### src/rtl/udp_key_lookup.sv
// Duplicate-key lookup: fully associative table of recently seen UDP payload keys.
// Each accepted key is reported once with a hit/miss flag; misses are inserted round-robin.
module udp_key_lookup #(
   parameter int DEPTH = 16,
   parameter int KEY_W = 64
) (
   input  logic                     clk,
   input  logic                     rst_n,
   input  logic                     s_axis_key_valid,
   input  logic [KEY_W-1:0]         s_axis_key,
   output logic                     s_axis_key_ready,
   output logic                     m_axis_key_udp_valid,
   output logic [KEY_W-1:0]         m_axis_key_udp,
   output logic                     m_axis_key_udp_result,
   input  logic                     m_axis_key_udp_ready,
   input  logic                     flush,
   output logic [$clog2(DEPTH):0]   occupancy,
   output logic [31:0]              hit_count,
   output logic [31:0]              miss_count
);

   localparam int PTR_W = $clog2(DEPTH);
   localparam int OCC_W = PTR_W + 1;

   typedef enum logic [1:0] {
      IDLE    = 2'd0,
      COMPARE = 2'd1,
      OUT     = 2'd2
   } state_t;

   state_t               state_reg;
   state_t               state_next;
   logic [KEY_W-1:0]     key_reg;
   logic [KEY_W-1:0]     tag_reg [DEPTH];
   logic [DEPTH-1:0]     vld_reg;
   logic [PTR_W-1:0]     wr_ptr_reg;
   logic [DEPTH-1:0]     match;
   logic                 hit;
   logic                 accept;
   logic                 in_compare;
   logic                 ins_en;

   // Invalid entries are masked so a stale or zero tag can never match.
   generate
      for (genvar gi = 0; gi < DEPTH; gi++) begin : g_match
         assign match[gi] = vld_reg[gi] && (tag_reg[gi] == key_reg);
      end
   endgenerate

   assign hit        = |match;
   assign in_compare = (state_reg == COMPARE);
   assign ins_en     = in_compare && !hit && !flush;
   assign accept     = s_axis_key_valid && s_axis_key_ready;

   always_comb begin
      state_next       = state_reg;
      s_axis_key_ready = 1'b0;
      case (state_reg)
         IDLE: begin
            s_axis_key_ready = rst_n && !flush;
            if (s_axis_key_valid && rst_n && !flush) begin
               state_next = COMPARE;
            end
         end
         COMPARE: state_next = OUT;
         OUT: begin
            if (m_axis_key_udp_ready) begin
               state_next = IDLE;
            end
         end
         default: state_next = IDLE;
      endcase
   end

   always_ff @(posedge clk) begin
      if (!rst_n) begin
         state_reg <= IDLE;
         key_reg   <= '0;
      end else begin
         state_reg <= state_next;
         if (accept) begin
            key_reg <= s_axis_key;
         end
      end
   end

   // Output register: flush never disturbs a result that is already pending.
   always_ff @(posedge clk) begin
      if (!rst_n) begin
         m_axis_key_udp_valid  <= 1'b0;
         m_axis_key_udp        <= '0;
         m_axis_key_udp_result <= 1'b0;
      end else if (in_compare) begin
         m_axis_key_udp_valid  <= 1'b1;
         m_axis_key_udp        <= key_reg;
         m_axis_key_udp_result <= hit;
      end else if (state_reg == OUT && m_axis_key_udp_ready) begin
         m_axis_key_udp_valid  <= 1'b0;
      end
   end

   always_ff @(posedge clk) begin
      if (ins_en) begin
         tag_reg[wr_ptr_reg] <= key_reg;
      end
   end

   always_ff @(posedge clk) begin
      if (!rst_n || flush) begin
         vld_reg    <= '0;
         wr_ptr_reg <= '0;
         occupancy  <= '0;
      end else if (ins_en) begin
         vld_reg[wr_ptr_reg] <= 1'b1;
         wr_ptr_reg <= (wr_ptr_reg == PTR_W'(DEPTH - 1)) ? '0 : wr_ptr_reg + 1'b1;
         if (occupancy != OCC_W'(DEPTH)) begin
            occupancy <= occupancy + 1'b1;
         end
      end
   end

   always_ff @(posedge clk) begin
      if (!rst_n || flush) begin
         hit_count  <= '0;
         miss_count <= '0;
      end else if (in_compare) begin
         if (hit) begin
            if (hit_count != 32'hFFFF_FFFF) begin
               hit_count <= hit_count + 32'd1;
            end
         end else begin
            if (miss_count != 32'hFFFF_FFFF) begin
               miss_count <= miss_count + 32'd1;
            end
         end
      end
   end

endmodule

### config.mk
export PLATFORM = sky130hd
export DESIGN_NAME = udp_key_lookup
export DESIGN_NICKNAME = d
export VERILOG_FILES = /design/src/rtl/udp_key_lookup.sv
export SDC_FILE = /design/constraint.sdc
export NUM_CORES = 2
export LEC_CHECK = 0
export CAP_MARGIN = 15
export CORE_ASPECT_RATIO = 0.5
export CORE_MARGIN = 1.5
export CORE_UTILIZATION = 61
export CTS_BUF_LIST = sky130_fd_sc_hd__clkbuf_4
export DETAILED_ROUTE_END_ITERATION = 10
export PLACE_DENSITY = 0.8
export SYNTH_ARGS = -nofsm -noshare
export SYNTH_HDL_FRONTEND = slang
export SYNTH_SLANG_ARGS = --single-unit
export TNS_END_PERCENT = 30
### constraint.sdc
create_clock -name clk -period 8.4 [get_ports clk]
set_input_delay 1.68 -clock clk [delete_from_list [all_inputs] [get_ports clk]]
set_output_delay 1.68 -clock clk [all_outputs]
set_load 0.1 [all_outputs]
==> flow_metrics.tcl <==
set metrics [dict create \
    status "finished clean" \
    startpoint_type "input port" \
    insertion_delay_ps 1280 \
    path_depth 5 \
    drive_gt1_frac 0.140 \
    synth_top_cell_area_share 0.545 \
    post_cts_buffers 0 \
    clock-sinks 1245 \
    die_height_um 218 \
    grt_max_degree 132 \
    drt_pass1_iterations 9 \
    path_cells "clkdlybuf4s50_1 -> inv_1 -> nand2_2 -> nor3_1 -> clkdlybuf4s50_1" \
    crit_slowest_cell "clkdlybuf4s50_1" \
    synth_edf_count 1024 \
    critPathBufInv 3 \
    cp_data_arrival_time_ps 4190 \
    dpl.hpwl_um 122000 \
    finalWorstSetupSlack_ps 2530 \
    synth_area_leader_cell "edfxtp_1" \
    final_nets 5012 \
    hold_viol 0 \
    setup_viol 0 \
    io_pins 205 \
    dieArea_um2 94400 \
    comb_power_share 0.050 \
    slew_violations 0 \
    synth-main-ff-cell "edfxtp_1" \
    synth_cells 4512 \
    finalCritPeriodShare 0.698 \
    drc 0 \
    skew_ps 109 \
    hold_buffers 0 \
    hold_class "flop to flop" \
    grt_usage 0.392 \
    switching_share 0.241 \
    cap_viol_max_count 0 \
    largest_reg_flops 1024 \
    drt-initial-drc-count 6755 \
    whs_ps 471 \
    fp.dieW_um 433 \
    n_fill_cell 6497 \
    synth_cell_type_count 65 \
    p_sw_mw 2.94 \
    via_per_inst 6.56 \
    area_delta_synth_final_pct 13.3 \
    power_frac_clock 0.400 \
    cts-root-buf "clkbuf_4" \
    fmax_ghz 0.171 \
    p_per_area_nw_per_um2 191 \
    start_util 0.619 \
    crit_top_cell "clkdlybuf4s50_1" \
    cts_tree "built" \
    timing.rr.start "key_reg[28]$_SDFFE_PN0P_" \
    h-tree-depth 5 \
    p_total_mw 12.2 \
    grt_pass1_vias 39700 \
    clockBufferDepth 4 \
    grt_overflow_total 0 \
    wl_per_cell_um 29.3 \
    crit-reg2reg-capture "tag_reg[0][23]$_DFFE_PP_" \
    grt_first_pass_wirelength_um 266000 \
    core_area_um2 91200 \
    io_buffer_count 204 \
    avgSynthCellArea_um2 12.5 \
    cts_buffers 293 \
    synth_top_cells_by_area "edfxtp_1 (54%), xnor2_1 (9.8%), dfxtp_1 (7.8%), nand2b_1 (4.4%), nand4_1 (4.1%)" \
    cp-startpoint "flush" \
    dp.cells 5879 \
    dr_total_vias 41900 \
    rsz0062_at_grt "no" \
    syn-num-nets 4589 \
    cp.required_ps 6720 \
    rrSetupSlack_ps 2820 \
    synthArstFlopShare 0 \
    period_needed_ps 5870 \
    yosysSeqAreaShare 0.623 \
    crit_family "buffers and inverters" \
    place_ws_ps 2540 \
    cpPeakStageDelay_ps 1230 \
    critPathKind "input port to output port" \
    slew_headroom 0.216 \
    place.gp.congestion 1.04 \
    setup_tns_ps 0 \
    row_count 78 \
    ir_drop_mv 0.144 \
    crit_fanout 8 \
    sequentialPowerShare 0.550 \
    power.internal_mw 9.28 \
    antenna_left 0 \
    drt-total-wl_um 187000 \
    tightest_slew_ps 1160 \
    r2r_cells 12 \
    clk_pin_slew_worst_paths_ps 70 \
    yosysWarningCount 0 \
    endpoint_kind "output port" \
    synth_area_um2 56400 \
    antenna_found_initial 14 \
    ys_ff_latch 1245 \
    layoutNonFillerInstCount 6377 \
    cts_resized 0 \
    crit_path_end "s_axis_key_ready" \
    p_leak_nw 20.8 \
]
[power by group through the flow]
stage	clock, mW	combinational [mW]	sequential (mW)
CTS	4.89	0.591	6.72
detailed placement	0	0.588	6.85
finish	4.89	0.613	6.72
global route	5.20	0.630	6.72
floorplan	0	0.322	6.84
global placement	0	0.578	6.85
[cells in the final DEF, fill, tap and decap left out, drive strengths merged, types with 8 or more instances in the layout]
cell / n
dfxtp: 221
nor2: 62
nand3b: 12
nor3: 71
edfxtp: 1024
a21oi: 60
or4: 42
clkdlybuf4s50: 203
o2111ai: 53
nand4b: 8
and3: 21
nand3: 135
xnor2: 630
buf: 146
nor2b: 10
and4: 15
nand4: 371
ha: 8
a31o: 9
nor4: 163
o31ai: 30
nand2: 397
a21bo: 8
inv: 85
o21a: 17
clkbuf: 444
and2: 8
o21ai: 18
nand2b: 393
clkinv: 42
a21boi: 128
nor4b: 20
o2bb2ai: 8
xor2: 184
[how the worst min path moves through the flow]
stage                                               start                               to  slack [ps]  depth (start not counted)
final                     m_axis_key_udp[34]$_SDFFE_PN0P_  m_axis_key_udp[34]$_SDFFE_PN0P_         470                          2
after global routing      m_axis_key_udp[51]$_SDFFE_PN0P_  m_axis_key_udp[51]$_SDFFE_PN0P_         490                          2
after CTS                 m_axis_key_udp[25]$_SDFFE_PN0P_  m_axis_key_udp[25]$_SDFFE_PN0P_         470                          2
after detailed placement  m_axis_key_udp[25]$_SDFFE_PN0P_  m_axis_key_udp[25]$_SDFFE_PN0P_         460                          2
after global placement    m_axis_key_udp[55]$_SDFFE_PN0P_  m_axis_key_udp[55]$_SDFFE_PN0P_         450                          2
after floorplan                  vld_reg[11]$_SDFFE_PP0P_         vld_reg[11]$_SDFFE_PP0P_         460                          1
[cell families after synthesis]
kind of cell | after synthesis | share of synthesized area
DFF | 1245 | 0.623
xor gates and xnor gates | 814 | 0.126
and+or+nand+nor | 1753 | 0.173
buffers and inverters | 302 | 0.0237
adders and majority gates | 8 | 0.00177
muxes | 5 | 0.000887
AOI/OAI and AO/OA | 385 | 0.0505
[worst min-delay path, cell delays in order, from the launching register on]
cell and delay [ps]:
dfxtp_1 310, nand2_1 50, a21boi_0 60
[cells in the mapped netlist (all sizes together), types with 8 or more instances]
cell type / number
nor2b: 10
o2bb2ai: 8
xor2: 184
xnor2: 630
and3: 21
and4: 15
o31ai: 30
a31o: 9
or4: 42
buf: 149
nand4: 371
clkbuf: 72
and2: 8
a21boi: 128
nand3b: 12
nor3: 71
a21oi: 60
nor4b: 20
nand2b: 393
dfxtp: 221
edfxtp: 1024
nand3: 135
nand2: 397
nor2: 62
o21a: 17
nand4b: 8
o21ai: 18
a21bo: 8
nor4: 163
inv: 81
ha: 8
o2111ai: 53
[per-stage QoR]
step | util | cell area [um2]
floorplan | - | 56400
global placement | 0.662 | 60300
detailed placement | 0.662 | 60300
CTS | 0.701 | 63900
global route | 0.701 | 63900
finish | 0.701 | 63900
[layer usage]
layer	vias up	share of wire	wire [um]	track usage
met1	20300	0.38	70400	0.553
met5	-	0.00033	61	0
met4	8	0.046	8530	0.188
met3	517	0.16	30300	0.123
met2	3427	0.41	77400	0.553
li1	17600	-	-	-
[area by class of cell]
type,instances,area (um2),area share
antenna,6,15.0,0.000235
clock buffer,444,3330,0.0522
multi-input combinational,2965,20000,0.313
sequential,1245,35300,0.552
timing repair buffer,349,3200,0.0501
tap,1240,1550,0.0243
clock inverter,47,210,0.00329
inverter,81,304,0.00476
No activity file was read; power rests on OpenSTA's default activity.
